--- config.mk ---
export PLATFORM = sky130hd
export DESIGN_NAME = mac_sequencer
export DESIGN_NICKNAME = d
export VERILOG_FILES = /design/src/rtl/mac_sequencer.sv
export SDC_FILE = /design/constraint.sdc
export NUM_CORES = 1
export LEC_CHECK = 0
export ABC_AREA = 1
export CELL_PAD_IN_SITES_DETAIL_PLACEMENT = 1
export CELL_PAD_IN_SITES_GLOBAL_PLACEMENT = 1
export CORE_UTILIZATION = 40
export CTS_BUF_LIST = sky130_fd_sc_hd__clkbuf_4
export DETAILED_ROUTE_END_ITERATION = 16
export MAX_ROUTING_LAYER = met4
export PLACE_DENSITY_LB_ADDON = 0.1
export SETUP_SLACK_MARGIN = 0.15
export SLEW_MARGIN = 20
export SYNTH_ARGS = -nofsm -noshare
export SYNTH_HDL_FRONTEND = slang
export SYNTH_SLANG_ARGS = --single-unit
--- constraint.sdc ---
create_clock -name clk -period 5.9 [get_ports clk]
set_clock_uncertainty 0.1 [all_clocks]
set_input_delay 0.885 -clock clk [delete_from_list [all_inputs] [get_ports clk]]
set_output_delay 0.885 -clock clk [all_outputs]
set_load 0.02 [all_outputs]
--- src/rtl/mac_sequencer.sv ---
// Control sequencer for a single multiply-accumulate dot-product pass.
// Issues paired coefficient/sample reads, then strobes the T, P and ACC pipeline stages.
module mac_sequencer #(
  parameter int ADDR_W = 8,
  parameter int CNT_W  = 8
) (
  input  logic              clk,
  input  logic              reset,
  input  logic              start,
  input  logic [CNT_W-1:0]  num_taps,
  input  logic [ADDR_W-1:0] coef_base,
  input  logic [ADDR_W-1:0] data_base,
  output logic              busy,
  output logic              done,
  output logic              mem_rd,
  output logic [ADDR_W-1:0] coef_addr,
  output logic [ADDR_W-1:0] data_addr,
  output logic              t_load,
  output logic              p_load,
  output logic              acc_clr,
  output logic              acc_add
);

  typedef enum logic [1:0] {
    IDLE  = 2'd0,
    ISSUE = 2'd1,
    DRAIN = 2'd2,
    DONE  = 2'd3
  } state_t;

  localparam logic [CNT_W-1:0]  CNT_ONE  = {{(CNT_W-1){1'b0}}, 1'b1};
  localparam logic [ADDR_W-1:0] ADDR_ONE = {{(ADDR_W-1){1'b0}}, 1'b1};

  state_t            state_q, state_d;
  logic [CNT_W-1:0]  n_q, n_d;
  logic [CNT_W-1:0]  idx_q, idx_d;

  logic              busy_q, busy_d;
  logic              done_q, done_d;
  logic              mem_rd_q, mem_rd_d;
  logic [ADDR_W-1:0] coef_addr_q, coef_addr_d;
  logic [ADDR_W-1:0] data_addr_q, data_addr_d;
  logic              t_load_q, t_load_d;
  logic              p_load_q, p_load_d;
  logic              acc_clr_q, acc_clr_d;
  logic              acc_add_q, acc_add_d;

  // The state register leads the outputs by one cycle: every output is computed
  // here from the current state and appears registered in the following cycle.
  always_comb begin
    // NOTE: every signal gets a default before the case so no path leaves one unassigned (no latches).
    state_d     = state_q;
    n_d         = n_q;
    idx_d       = idx_q;
    busy_d      = 1'b0;
    done_d      = 1'b0;
    mem_rd_d    = 1'b0;
    acc_clr_d   = 1'b0;
    coef_addr_d = coef_addr_q;
    data_addr_d = data_addr_q;
    t_load_d    = mem_rd_q;
    p_load_d    = t_load_q;
    acc_add_d   = p_load_q;

    unique case (state_q)
      IDLE: begin
        if (start) begin
          n_d         = num_taps;
          idx_d       = '0;
          busy_d      = 1'b1;
          acc_clr_d   = 1'b1;
          coef_addr_d = coef_base;
          data_addr_d = data_base;
          if (num_taps != '0) begin
            mem_rd_d = 1'b1;
            state_d  = ISSUE;
          end else begin
            state_d  = DONE;
          end
        end
      end

      ISSUE: begin
        busy_d = 1'b1;
        // idx_q is the tap whose read is on the bus this cycle; n_q is nonzero here.
        if (idx_q == n_q - CNT_ONE) begin
          idx_d   = '0;
          state_d = DRAIN;
        end else begin
          idx_d       = idx_q + CNT_ONE;
          mem_rd_d    = 1'b1;
          coef_addr_d = coef_addr_q + ADDR_ONE;
          data_addr_d = data_addr_q + ADDR_ONE;
        end
      end

      DRAIN: begin
        busy_d = 1'b1;
        if (idx_q[0]) begin
          idx_d   = '0;
          state_d = DONE;
        end else begin
          idx_d = idx_q + CNT_ONE;
        end
      end

      DONE: begin
        done_d  = 1'b1;
        state_d = IDLE;
      end

      default: state_d = IDLE;
    endcase
  end

  // NOTE: sequential state uses non-blocking assignments so all flops update together at the edge.
  always_ff @(posedge clk or negedge reset) begin
    if (!reset) begin
      state_q     <= IDLE;
      n_q         <= '0;
      idx_q       <= '0;
      busy_q      <= 1'b0;
      done_q      <= 1'b0;
      mem_rd_q    <= 1'b0;
      coef_addr_q <= '0;
      data_addr_q <= '0;
      t_load_q    <= 1'b0;
      p_load_q    <= 1'b0;
      acc_clr_q   <= 1'b0;
      acc_add_q   <= 1'b0;
    end else begin
      state_q     <= state_d;
      n_q         <= n_d;
      idx_q       <= idx_d;
      busy_q      <= busy_d;
      done_q      <= done_d;
      mem_rd_q    <= mem_rd_d;
      coef_addr_q <= coef_addr_d;
      data_addr_q <= data_addr_d;
      t_load_q    <= t_load_d;
      p_load_q    <= p_load_d;
      acc_clr_q   <= acc_clr_d;
      acc_add_q   <= acc_add_d;
    end
  end

  assign busy      = busy_q;
  assign done      = done_q;
  assign mem_rd    = mem_rd_q;
  assign coef_addr = coef_addr_q;
  assign data_addr = data_addr_q;
  assign t_load    = t_load_q;
  assign p_load    = p_load_q;
  assign acc_clr   = acc_clr_q;
  assign acc_add   = acc_add_q;

endmodule

Word level (Yosys, flattened, before mapping):

Index checks and enable logic that the tools add are counted.

* add/subtract/negate cells: 4
* multipliers: 0
* div/mod/pow operators: 0
* magnitude comparators: 0
* eq/ne operators: 8
* shift-type cells: 0
* multiplexer cells: 23
* bitwise logic cells: 0
* reductions and logical operators: 9

Operators with widths (number)
* $mux 8: 7
* $pmux 8 s2: 2
* $add 8x1->8 const B: 3
* $pmux 8 s3: 1
* $eq 8x8->1: 1
* $mux 2: 4
* $ne 2x2->1 const B: 4
* $pmux 2 s4: 1
* $reduce_bool 8->1: 1
* $sub 8x1->8 const B: 1
* $mux 1: 6
* $reduce_and 3->1: 2
* $eq 2x2->1 const B: 2
* $pmux 1 s2: 2
* $reduce_and 2->1: 2
* $reduce_bool 3->1: 1
* $eq 2x1->1 const B: 1
* $logic_not 2->1: 1
* $reduce_bool 2->1: 1
* $reduce_or 2->1: 1

* flip-flop bits (word level): 41
* latch bits: 0
* RAM bits: 0
* bits in read-only memories: 0
* input port bits: 27
* output and inout bits: 23
* logic and storage cells: 56
* memories kept: 0

Depth between registers and ports, before layout:

Gate-level depths: netlist of run 1.

* word-level depth: 4
* gate-level depth with buffers: 14

Worst setup path before layout of run 1:

Ideal clock, no wire load.

* path kind: input to register
* start point: in start
* end point: reg idx_q[4]
* data arrival time: 1717 ps
* required time: 5717 ps
* setup slack: 4001 ps
* cell stages on the path: 6
* buffers on the path: 0
* cell sequence: inv_1 > a21oi_1 > inv_1 > nor2_1 > nand3_1 > o21ai_0

* cells in the longest elaborated chain, start to end: 2

Ends and longest elaborated chain
* start: declaration: line 9 `input logic start,`
* $ne 2x2->1 (no source line)
* $reduce_and 2->1 (no source line)
* end signal: assignment: line 134 `idx_q <= idx_d;`
* end: declaration: line 36 `logic [CNT_W-1:0] idx_q, idx_d;`

Every way passes these cells.
A chain may end at the register's enable or synchronous reset.

Worst setup path after layout of run 1:

* start point: reg state_q[1]
* end point: reg coef_addr_q[0] (netlist: coef_addr[0])

* cells in the longest elaborated chain, start to end: 3
* elaborated cells between the ends (all ways): 7

Ends and longest elaborated chain
* start: declaration: line 34 `state_t state_q, state_d;`
* start signal: assignment: line 132 `state_q <= state_d;`
* $eq 2x1->1 / $logic_not 2->1 (equally long branches): line 65 `unique case (state_q)`
* $ne 2x2->1 (no source line) / $reduce_bool 2->1 (equally long branches)
* $reduce_and 3->1 (no source line)
* end signal: assignment: line 138 `coef_addr_q <= coef_addr_d;`
* end: declaration: line 41 `logic [ADDR_W-1:0] coef_addr_q, coef_addr_d;`

Several ways; a longest one is shown, not always the timed one.

==> results.md, run 1 <==
- The most frequently used flop master after synthesis is dfrtp_1.
- The first global-routing pass estimated 10.3 mm of wire.
- The overflow left after global routing is 0.
- The share of Yosys cell area claimed by the top area cell type is 40.1%.
- The run finished with clean final reports.
- In this run the static leakage power is 1.52 nW.
- For this block, the via count after detailed routing is 2,173.
- The post-CTS setup-driven buffer insertion count is 0.
- The shortest clock period the worst path allows after layout is 2.68 ns.
- The share of the Yosys chip area taken by registers is 40.1%.
- In this run the cell area of the synthesized design comes to 2560 um2.
- The final worst slack is 3.22 ns.
- Along the worst hold path, the cell count comes to 0.
- Across all hold checks on the routed design, the worst slack comes to 0.292 ns.
- For this run, asynchronously set or reset flops after synthesis account for 100%.
- The root buffer cell chosen for the clock tree is clkbuf_4.
- Counting flops and latches in the post-synthesis netlist gives 41.
- The TritonCTS sink count is 41.
- The maximum number of pins on one net before global-route repair is 42.
- The headroom to the max-slew limit is 38.4%.
- The number of instances resized during post-cts repair is 0.
- For the worst flop-to-flop path, the logic depth is 7.
- The cell count after synthesis came out at 309.
- The data arrival time of the worst path is 2.84 ns.
- The area growth from synthesis to layout is 22.8%.
- Of all nets on the critical path, the largest fanout is 32.
- Yosys attributes the largest share of cell area to dfrtp_1 (40%), nand2_1 (11%), xor2_1 (5.1%), mux2i_1 (5.1%), ha_1 (4.9%).
- The wire-length estimate of the detail-placed layout is 4.88 mm.
- The total power density per cell area is 539 nW/um2.
- In this run the register-to-register setup slack is 3.22 ns.
- The critical path is of the reg -> reg type.
- Buffers inserted during clock tree synthesis total 5.
- The clock insertion delay at the later pin of the skew report is 0.36 ns.
- The via count of the first global-routing pass is 2,150.
- The die area is 6730 um2.
- Port buffering added 49 buffers.
- The data required time of the worst path is 6.06 ns.
- The hold violation total from the final report is 0.
- The total DRC errors in the routed layout is 0.
- For this design the top-level I/O count stands at 50.
- Routability-driven placement finished with a final weighted congestion of 0.813.
- The setup-violating endpoint count in the final report is 0.
- The number of enable-type register cells in the synthesized netlist is 0.
- The die is 82.0 um wide.
- The cell taking the most area after synthesis is dfrtp_1.
- In the final routed layout, each cell accounts on average for 14.7 um.
- Prior to clock tree synthesis, the placed netlist has a worst setup slack of 3.16 ns.
- For this design, the CTS-stage hold fixing added 0 buffers.
- The starting density of the core is 42.3%.
- The core area is 6060 um2.
- During synthesis, Yosys emitted a total of 0 warnings.
- The worst setup path is launched from a flop.
- The average instance area after synthesis is 8.29 um2.
- Across the run, the number of max-cap violations was 0.
- The total wire length is 6.37 mm.
- The number of antenna diodes in the final layout is 0.
- After detailed routing, the number of vias per cell comes to 5.02.
- Ranked by instance count, the synthesized netlist is headed by nand2_1 (74), dfrtp_1 (41), inv_1 (33).
- The initial detailed-routing violation count is 62.
- The antenna violation net count after detailed routing is 0.
- Setup repair after global routing left no endpoint under its margin.
- In the finished design, the share of the clock period the worst path needs comes to 45.4%.
- The number of nets in the finished design is 394.
- IR analysis of the VDD net gives a maximum drop of 242 uV.
- The final setup TNS is 0 ns.
- The final core utilization is 51.9%.
- The min-delay analysis places its worst path in the category reg -> reg.
- The worst setup path is captured at a flop.
- The distinct cell type count after synthesis is 26.
- The number of buffers on the longest clock path is 2.
- The clock tree from TritonCTS is done.
- The vertical die dimension is 82.0 um.
- The number of antenna violations at the first check in global routing is 0.
- The count of final max-slew check failures is 0.
- For the pin with the worst max-slew slack, the measured transition is 0.923 ns.
- When the netlist entered floorplanning its net count stood at 346.
- The combined global-route utilization of all metal layers is 21.5%.
- The H-tree was split into 2 levels.
- After clock tree synthesis, the clock-pin slew on the worst setup and hold paths is 0.13 ns.
- The cell with the most instances after synthesis is nand2_1.
- Static timing analysis puts the maximum clock frequency at 373 MHz.
- In the final layout, the share of cells above drive strength 1 is 11.5%.
- Row generation in the floorplan step produced 28 rows.
- The iteration count of the initial detailed-routing pass is 6.
- The total chip power is 0.00170 W.
final cells by class:
class | instances | area (um2)
fillers | 737 | 2920
multi-input cells | 226 | 1330
flip-flops and latches | 41 | 1030
repair buffers | 49 | 485
inverters | 34 | 128
well taps | 75 | 93.8
clock inverters | 3 | 41.3
clock buffers | 5 | 37.5
sequential cells by signal (all words and copies together), names as in the netlist:
| signal | cells |
|---|---|
| t_load | 1 |
| n_q | 8 |
| idx_q | 8 |
| done | 1 |
| busy | 1 |
| state_q | 2 |
| data_addr | 8 |
| acc_add | 1 |
| acc_clr | 1 |
| mem_rd | 1 |
| p_load | 1 |
| coef_addr | 8 |
cell families (layout without fill, tap and decap cells):
kind of cell | count (synthesis) | count (layout) | share of synthesized area, %
mux | 13 | 13 | 5.08
xor+xnor | 21 | 21 | 7.18
flops | 41 | 41 | 40.1
buf+inv | 42 | 91 | 7.86
fa+ha+maj | 10 | 10 | 4.89
compound gates | 42 | 42 | 10.3
simple gates | 140 | 140 | 24.7
cells in the final DEF, fill, tap and decap left out:
cell,count
o21ai_2,14
nor2_1,20
bufinv_16,1
nand4_1,2
a21oi_1,2
inv_2,1
inv_1,33
o21ai_0,21
clkdlybuf4s50_1,48
nand2_1,74
clkinv_1,1
xnor2_1,6
o21ai_1,5
mux2i_1,13
nand3_4,1
clkbuf_4,5
nand3b_1,2
nand3_2,2
xor2_1,15
ha_1,10
nor3_1,4
nand3_1,20
nor2_2,3
clkinvlp_4,1
buf_2,1
dfrtp_1,41
nand2_2,12
stage by stage:
step	std cells	instance area (um2)
global placement	425	3070
CTS	433	3150
floorplan	309	2560
finish	433	3150
global route	433	3150
detailed placement	425	3070
power by group:
part / internal (W) / switching, W / leakage (nW)
sequential: 0.000398 / 0.000136 / 0.517
clock: 0.0000877 / 0.0000982 / 0.0389
combinational: 0.000402 / 0.000573 / 0.962
total: 0.000888 / 0.000808 / 1.52
path summary, 6_finish.rpt:
path                             from      endpoint
max                        state_q[1]  coef_addr[0]
min                            t_load        p_load
max reg2reg                state_q[1]  coef_addr[0]
min reg2reg                    t_load        p_load
max in group asynchronous       reset      idx_q[2]
min in group asynchronous       reset       acc_add
metal layers:
metal / share of wire (%) / vias to the layer above / track usage (%) / wire [um]
li1: - / 1082 / - / -
met1: 46 / 1046 / 26.8 / 2940
met2: 49 / 37 / 35.0 / 3100
met3: 3.9 / 8 / 3.22 / 246
met4: 1.5 / 0 / 8.42 / 93
met5: 0 / - / - / 0
worst max-delay path, stage by stage (launching register included):
cell and delay (ns):
dfrtp_1 0.46, inv_1 0.10, ha_1 0.53, inv_1 0.47, nand2_1 0.23, nand3_4 0.40, nand2_1 0.20, o21ai_2 0.06
(Power assumes the default switching activity.)
==> inputs of run 2 (changes only) <==
==> constraint.sdc (replaced) <==
create_clock -name clk -period 2.7 [get_ports clk]
set_clock_uncertainty 0.1 [all_clocks]
set_input_delay 0.405 -clock clk [delete_from_list [all_inputs] [get_ports clk]]
set_output_delay 0.405 -clock clk [all_outputs]
set_load 0.02 [all_outputs]
==> results.md, run 2 (synthesized netlist as in run 1, its figures left out) <==
- The net count of the finished layout is 398.
- The number of vias per cell after detailed routing is 5.00.
- The endpoint identified for the worst register-to-register timing path is coef_addr[0].
- The run finished with clean final reports.
- In this run the remaining antenna-violating nets after routing total 0.
- The first global-routing pass estimated 10.1 mm of wire.
- In this run switching power makes up 47.2% of total power.
- The overall via count from detail_route is 2,184.
- The horizontal extent of the die is 82.0 um.
- Clock latency on the worst-skew pair, taken at its later pin, is 0.35 ns.
- The cell with the largest stage delay on the worst path is dfrtp_1.
- The static leakage is 1.54 nW.
- Leaving out filler cells and counting taps, the final layout contains 437.
- The count of final max-slew check failures is 0.
- For this design the ratio of total power to cell area is 1170 nW/um2.
- The longest individual stage delay on the worst path is 0.44 ns.
- In this run the post-CTS setup repair buffer count came out at 0.
- The number of hold buffers added after CTS is 1.
- The register clock-pin slew on the reported worst setup and hold paths is 0.13 ns.
- The footprint of the multi-input gates is 1330 um2.
- The depth of the CTS H-tree is 2.
- The kind of start point of the critical path is a flop.
- Detailed placement ended at an HPWL of 4.84 mm.
- The most numerous cell type found on the critical path is nand2_1.
- The hold violation total from the final report came to 0.
- At the end of routability-driven placement, the weighted congestion stood at 0.830.
- The combined global-route utilization of all metal layers is 20.7%.
- The initialized floorplan defines 28 standard-cell rows.
- After detailed routing, the number of remaining DRC violations is 0.
- For this design the total switching power over the nets is 0.00175 W.
- TritonCTS built the clock tree.
- CTS placed an instance of clkbuf_4 at the clock tree root.
- Counting both buffers and inverters, the worst setup path holds a total of 2.
- The number of antenna violations at the first check in global routing came to 0.
- The via count of the first global-routing pass is 2,116.
- STA classifies the critical path endpoint as a flop.
- The area growth from synthesis to layout is 24.1%.
- Counting the fill cells in the layout gives 746.
- Adding up every negative setup slack in the final design gives 0 ns.
- The die area is 6730 um2.
- The leading cell type in the layout, fill and taps excluded is nand2_1.
- After layout, the minimum clock period comes to 2.23 ns.
- The number of cells traversed by the worst register-to-register path is 13.
- The path class of the tightest hold or removal check is reg -> reg.
- The share of total power dissipated in the clock network is 10.9%.
- The critical path starts at n_q[0].
- In this run, the combinational gates consume 57.8% of the power.
- After detailed placement, the design holds a cell count of 428.
- At the pin with the least slew margin, the transition time is 0.530 ns.
- The data arrival time of the worst path is 2.41 ns.
- The critical path ends at coef_addr[0].
- Setup violations remaining at the end of the flow were counted as 0.
- In this run the critical register-to-register path is launched from n_q[0].
- The top fanout value on the critical path is 32.
- The signal on the critical path passes through inv_2, ha_1, nand2_1, inv_1, nor2_1, nand2_1, nor2_1, nand3_1, nor2_2, nand3_2, nand3_4, nand2_1, o21ai_2.
- Dividing the final minimum period by the clock period gives 82.6%.
- The TritonCTS sink count is 41.
- The internal power of the cells totals 0.00197 W.
- The average detailed-routed wire length per instance is 14.3 um.
- The number of primary I/O pins is 50.
- In this run the tightest slew margin relative to its limit is 64.6%.
- The initial detailed-routing violation count is 38.
- STA puts the critical path data required time at 2.88 ns.
- The number of buffers on the longest clock path is 2.
- The peak supply drop is 750 uV.
- Global routing finished with a remaining overflow of 0.
- Timing would allow up to 448 MHz.
- Cells with a size suffix above 1 make up 12.2% of the layout.
- The starting density of the core is 42.3%.
- The number of instances resized during post-cts repair is 0.
- The setup path with the least slack is of type reg -> reg.
- The proportion of power drawn by flip-flops and latches is 31.2%.
- In this run the number of cells on the critical path is 13.
- The top cell types in the final layout, fill and taps aside, are nand2_1 (74), clkdlybuf4s50_1 (48), dfrtp_1 (41).
- Setup slack on the worst reg-to-reg path comes out at 0.47 ns.
- The total area inside the core boundary comes to 6060 um2.
- The number of antenna diodes in the final layout is 0.
- The sequential cell area is 1030 um2.
- The worst path meets setup with 0.469 ns of slack.
- The category of cells accounting for the largest share of critical-path delay is simple AND/OR/NAND/NOR gates.
- The tool flagged a number of max-cap violations equal to 0.
- The final core utilization is 52.4%.
- Clock tree synthesis inserted a total of 5 buffers.
- The number of buffers inserted by port buffering is 49.
- Before CTS, the worst setup slack after placement is 0.331 ns.
- The vertical die dimension is 82.0 um.
- The iteration count of the initial detailed-routing pass is 4.
- After detailed routing, the total wire length is 6.26 mm.
- The maximum number of pins on one net before global-route repair is 33.
- Setup repair after global routing left no endpoint under its margin.
## run 2: cell count changes in the layout (fill, tap and decap cells not counted)
cell,delta
buf_4,+3
dlygate4sd3_1,+1
clkinvlp_4,-1
clkbuf_4,+1
## run 2: power by group through the flow
| stage | Clock [W] | Combinational [W] | Sequential (W) |
|---|---|---|---|
| CTS | 0.000428 | 0.00219 | 0.00116 |
| detailed placement | 0 | 0.00217 | 0.00118 |
| global route | 0.000447 | 0.00243 | 0.00120 |
| floorplan | 0 | 0.00142 | 0.00131 |
| global placement | 0 | 0.00211 | 0.00117 |
| finish | 0.000407 | 0.00215 | 0.00116 |
## run 2: final cells by class
| class | count | area share, % |
|---|---|---|
| clock inverter | 2 | 1.06 |
| tap | 75 | 2.95 |
| timing repair buffer | 53 | 16.3 |
| multi-input combinational | 226 | 42.0 |
| inverter | 34 | 4.02 |
| sequential | 41 | 32.3 |
| clock buffer | 6 | 1.42 |
## run 2: worst register-to-register path, stage by stage (launching register included)
cell and delay (ns):
dfrtp_1 0.44, inv_2 0.08, ha_1 0.31, nand2_1 0.07, inv_1 0.04, nor2_1 0.08
nand2_1 0.05, nor2_1 0.09, nand3_1 0.08, nor2_2 0.13, nand3_2 0.11, nand3_4 0.36
nand2_1 0.15, o21ai_2 0.08
## run 2: layer usage
metal  GRT usage (%)  vias to the layer above  wire [um]
met5               -                        -          0
met4            5.79                        0         85
met3            3.67                        7        210
met2            31.8                       36       2900
met1            27.9                     1048       3070
li1                -                     1093          -
## run 2: worst min path at each step
stage,from,end,slack (ns),depth (start not counted)
6_report,mem_rd,t_load,0.28,0
3_3_place_gp,mem_rd,t_load,0.26,0
4_1_cts,mem_rd,t_load,0.28,0
2_1_floorplan,reset,acc_add,0.009,0
5_1_grt,mem_rd,t_load,0.30,0
3_5_place_dp,p_load,acc_add,0.27,0
## run 2: through the flow
step	power, W	hold slack [ns]	area (um2)
after floorplan	0.00273	0.00941	2560
after global placement	0.00328	0.256	3090
after detailed placement	0.00335	0.269	3090
after CTS	0.00378	0.284	3180
after global routing	0.00408	0.299	3180
final	0.00372	0.282	3180
==> edit 1: new RTL, config.mk and constraints of run 2 <==
Register the input `num_taps` before use. The logic sees it one clock later. The other inputs are not delayed to match.
--- a/src/rtl/mac_sequencer.sv
+++ b/src/rtl/mac_sequencer.sv
@@ -32,2 +32,8 @@
   localparam logic [ADDR_W-1:0] ADDR_ONE = {{(ADDR_W-1){1'b0}}, 1'b1};
+
+  logic [CNT_W-1:0] num_taps_q;
+
+  always_ff @(posedge clk) begin
+    num_taps_q <= num_taps;
+  end
 
@@ -67,3 +73,3 @@
         if (start) begin
-          n_d         = num_taps;
+          n_d         = num_taps_q;
           idx_d       = '0;
@@ -73,3 +79,3 @@
           data_addr_d = data_base;
-          if (num_taps != '0) begin
+          if (num_taps_q != '0) begin
             mem_rd_d = 1'b1;
Behaviour: not the same (a bounded check fails within 4 cycles, from zero or initial values and one cycle with reset low).
==> edit 1 against run 2 <==
Clock power is 12% lower. Worst hold slack better by 0.012 ns. Wire length decreased by 1.3%. Non-clock buffer count unchanged. Area after synthesis increased by 8.2%. Power increased by 4.5%. Die area increased by 8.0%. Setup slack got worse by 0.071 ns. Final area rose by 6.2%. Critical path depth did not move. Sequential cell count is 8 higher. Critical endpoint is now coef_addr[3].
==> edit 1: results (changes against run 2) <==
critical path's slowest cell=dfrtp_1 (unchanged); All-Layer GR Usage=19.2% (was 20.7%); Crit Path Class=reg2reg (unchanged); post-synth cell types=28 (was 26); delay of the slowest cell on the worst path=0.45 ns; gpl congestion=0.859 (was 0.830); layout cells sized above 1=14.8% (was 12.2%); crit path DAT=2.51 ns (was 2.41 ns); drt via density=4.91 (was 5.00); via count=2206 (was 2184); R2R cell count=13 (unchanged); Primary FF master, synth=dfrtp_1 (unchanged); vias in the first global route=2294 (was 2116); first-pass GRT wire length=10600 um (was 10100 um); Inst Count DP=440 (was 428); Post-synth ARST share=83.7% (was 100%); # nets final=408 (was 398); PortBufs=49 (unchanged); largest net degree at the start of global routing=42 (was 33); ant diodes=0 (unchanged); postcts setup bufs=0 (unchanged); Post-DP HPWL=4750 um (was 4840 um); Post-Syn Instances=318 (was 309); Clk pin slew, worst setup/hold paths=0.16 ns (was 0.13 ns); outcome=finished, final reports clean (unchanged); clk_lat worst skew=0.38 ns (was 0.35 ns); syn nets=355 (was 346); First DRT Iteration DRCs=45 (was 38); Max VDD drop=0.000342 V (was 0.000750 V); min-delay worst type=reg2reg (unchanged); Crit path max-delay family=simple AND/OR/NAND/NOR gates (unchanged); R2R Setup Slk=0.40 ns (was 0.47 ns); minimum clock period=2.30 ns (was 2.23 ns); CTS root buffer=clkbuf_4 (unchanged); Ys Warns=0 (unchanged); CTS buffer count=5 (unchanged); drt pass-1 iters=4 (unchanged); P_leak=1.62 nW (was 1.54 nW); r2r startpoint=n_q[0] (unchanged); Worst-Margin Slew=0.553 ns (was 0.530 ns); largest fanout on the critical path=32 (unchanged); ranking of synthesized cells by area=dfrtp_1 (37%), nand2_1 (9.1%), dfxtp_1 (5.8%) (was dfrtp_1 (40%), nand2_1 (11%), xor2_1 (5.1%)); initial antenna violation count=0 (unchanged); synth cell count leaders=nand2_1 (67), dfrtp_1 (41), inv_1 (36) (was nand2_1 (74), dfrtp_1 (41), inv_1 (33)); Pins Over Slew Limit=0 (unchanged); CTS HTree Levels=2 (unchanged); Seq/Total Area, Yosys=42.8% (was 40.1%); reg2reg end=coef_addr[3] (was coef_addr[0]); Post-Route WL=6180 um (was 6260 um); post_cts resized=0 (unchanged); clk buf depth=2 (unchanged)
edit 1: layout make-up:
cell class,instances,area [um2]
Sequential cell,49,1190
Inverter,37,139
Clock inverter,3,20.0
Fill cell,766,3160
Timing Repair Buffer,53,520
Tap cell,77,96.3
Clock buffer,5,37.5
Multi-Input combinational cell,225,1380
edit 1: power by group:
group	internal (mW)	switching (mW)
clock network	0.102	0.256
registers	0.992	0.291
logic	0.933	1.31
total	2.03	1.86
edit 1: cells by family after synthesis:
kind of cell	after synthesis	share of synthesized area, %
flops	49	42.8
compound gates	40	9.39
fa+ha+maj	10	4.52
simple gates	140	24.1
buf+inv	44	7.50
xor+xnor	22	6.96
mux	13	4.70
edit 1: how the worst min path moves through the flow:
stage	startpoint	end	depth (start not counted)	slack [ns]
finish	mem_rd	t_load	0	0.29
global route	mem_rd	t_load	0	0.31
CTS	reset	data_addr[4]	1	0.08
detailed placement	mem_rd	t_load	0	0.26
global placement	p_load	acc_add	0	0.26
floorplan	reset	acc_add	0	0.009
edit 1: stage by stage:
step                      area (um2)  setup WS (ns)
final                           3380          0.398
after global routing            3380          0.189
after CTS                       3360          0.349
after detailed placement        3310          0.418
after global placement          3310          0.508
after floorplan                 2770          0.805
edit 1: worst register-to-register path: stages, from the launching register on:
cell,delay [ns]
dfrtp_1,0.45
inv_2,0.08
ha_1,0.31
nand2_1,0.08
inv_1,0.04
nor2_1,0.08
nand2_1,0.07
nor2_2,0.12
nand3_2,0.09
nor2_4,0.11
nand3_2,0.09
nand3_4,0.38
nand2_1,0.15
o21ai_2,0.08
edit 1: repair_timing:
action,in CTS,in global routing
hold buffers,0,1
endpoints found under the setup margin,0,0
hold endpoints to repair,0,41
edit 1: routing by layer:
metal | vias to the layer above | track usage (%) | wire [um]
met5 | - | - | 0
met4 | 0 | 6.32 | 93
met3 | 6 | 3.60 | 222
met2 | 37 | 34.2 | 3050
met1 | 1042 | 21.8 | 2810
li1 | 1121 | - | -
==> edit 2: new RTL, settings of run 2 <==
Without the edit above. `CNT_W`: 8 -> 12.
--- a/src/rtl/mac_sequencer.sv
+++ b/src/rtl/mac_sequencer.sv
@@ -4,3 +4,3 @@
   parameter int ADDR_W = 8,
-  parameter int CNT_W  = 8
+  parameter int CNT_W  = 12
 ) (
Ports: changed (resized num_taps); port bits go from 50 to 54. The function was not compared with the original's and may differ.
==> edit 2 against run 2 <==
Setup slack lost 0.093 ns. Non-clock buffer count grew 9. Power grew 16%. Sequential cell count grew 8. Cell count grew 47%. Global-route usage grew 2.9 points. Final area grew 28%. Wire length grew 48%. Area after synthesis grew 32%. Highest routed layer unchanged.
==> edit 2: results (changes against run 2) <==
layout cells sized above 1=10.2% (was 12.2%); CTS HTree Levels=2 (unchanged); PortBufs=53 (was 49); synth cell count leaders=nand2_1 (158), inv_1 (53), dfrtp_1 (49) (was nand2_1 (74), dfrtp_1 (41), inv_1 (33)); proportion of synthesized area in mux cells=0% (was 5.08%); adder-cell share of the synthesized area=3.33% (was 4.89%); hold_buf cts=0 (was 1); largest net degree at the start of global routing=50 (was 33); Inst Count DP=634 (was 428); first-pass GRT wire length=15900 um (was 10100 um); postcts setup bufs=0 (unchanged); Max VDD drop=0.000464 V (was 0.000750 V); Max-slew headroom=57.7% (was 64.6%); ant diodes=0 (unchanged); ranking of synthesized cells by area=dfrtp_1 (36%), nand2_1 (18%), inv_1 (5.9%) (was dfrtp_1 (40%), nand2_1 (11%), xor2_1 (5.1%)); Post-DP HPWL=7260 um (was 4840 um); P_leak=2.06 nW (was 1.54 nW); # nets final=577 (was 398); via count=3265 (was 2184); largest fanout on the critical path=17 (was 32); drt wl/cell=14.4 um (was 14.3 um); post-synth cell types=34 (was 26); crit path DAT=2.55 ns (was 2.41 ns); Post-Syn Instances=486 (was 309); First DRT Iteration DRCs=97 (was 38); post-synthesis compound-gate area fraction=6.07% (was 10.3%); syn nets=526 (was 346); Comb pwr share=60.1% (was 57.8%); WHS=0.0147 ns (was 0.282 ns); drt pass-1 iters=4 (unchanged); pre-CTS WS=0.346 ns (was 0.331 ns); All-Layer GR Usage=23.7% (was 20.7%); post_cts resized=0 (unchanged); PwrDens=1060 mW/mm2 (was 1170 mW/mm2); drt via density=5.08 (was 5.00); min-delay worst type=in2async (was reg2reg); final worst slack=0.376 ns (was 0.469 ns); Post-Synth XOR/XNOR Area=5.70% (was 7.18%); Clock group=0.355 mW (was 0.407 mW); clk_lat worst skew=0.38 ns (was 0.35 ns); outcome=finished, final reports clean (unchanged); Clk pin slew, worst setup/hold paths=0.14 ns; Net Sw Frac=50.5% (was 47.2%); CTS buffer count=5 (unchanged); Placed Area=0.00400 mm2 (was 0.00309 mm2); delay of the slowest cell on the worst path=0.44 ns (about the same); gpl congestion=0.838 (was 0.830); Seq/Total Area, Yosys=36.3% (was 40.1%)
==> edit 2: final cells by class <==
type / count / area [um2]
Fill cell: 1071 / 4110
Inverter: 59 / 221
Tap cell: 105 / 131
Clock inverter: 2 / 10.0
Sequential cell: 49 / 1230
Clock buffer: 6 / 45.0
Timing Repair Buffer: 62 / 593
Multi-Input combinational cell: 360 / 1840
==> edit 2: worst paths after layout <==
kind / start / cells after the start / to
max: n_q[0] / 14 / coef_addr[6]
min: reset / 2 / n_q[2]
max reg2reg: n_q[0] / 14 / coef_addr[6]
min reg2reg: mem_rd / 0 / t_load
max in group asynchronous: reset / 2 / state_q[1]
min in group clk: mem_rd / 0 / t_load
==> edit 2: per-layer routing <==
layer | wire length, um | track usage [%] | vias up
met5 | 0 | - | -
met4 | 75 | 5.38 | 0
met3 | 182 | 2.43 | 6
met2 | 4520 | 40.0 | 33
met1 | 4500 | 30.5 | 1588
li1 | - | - | 1638
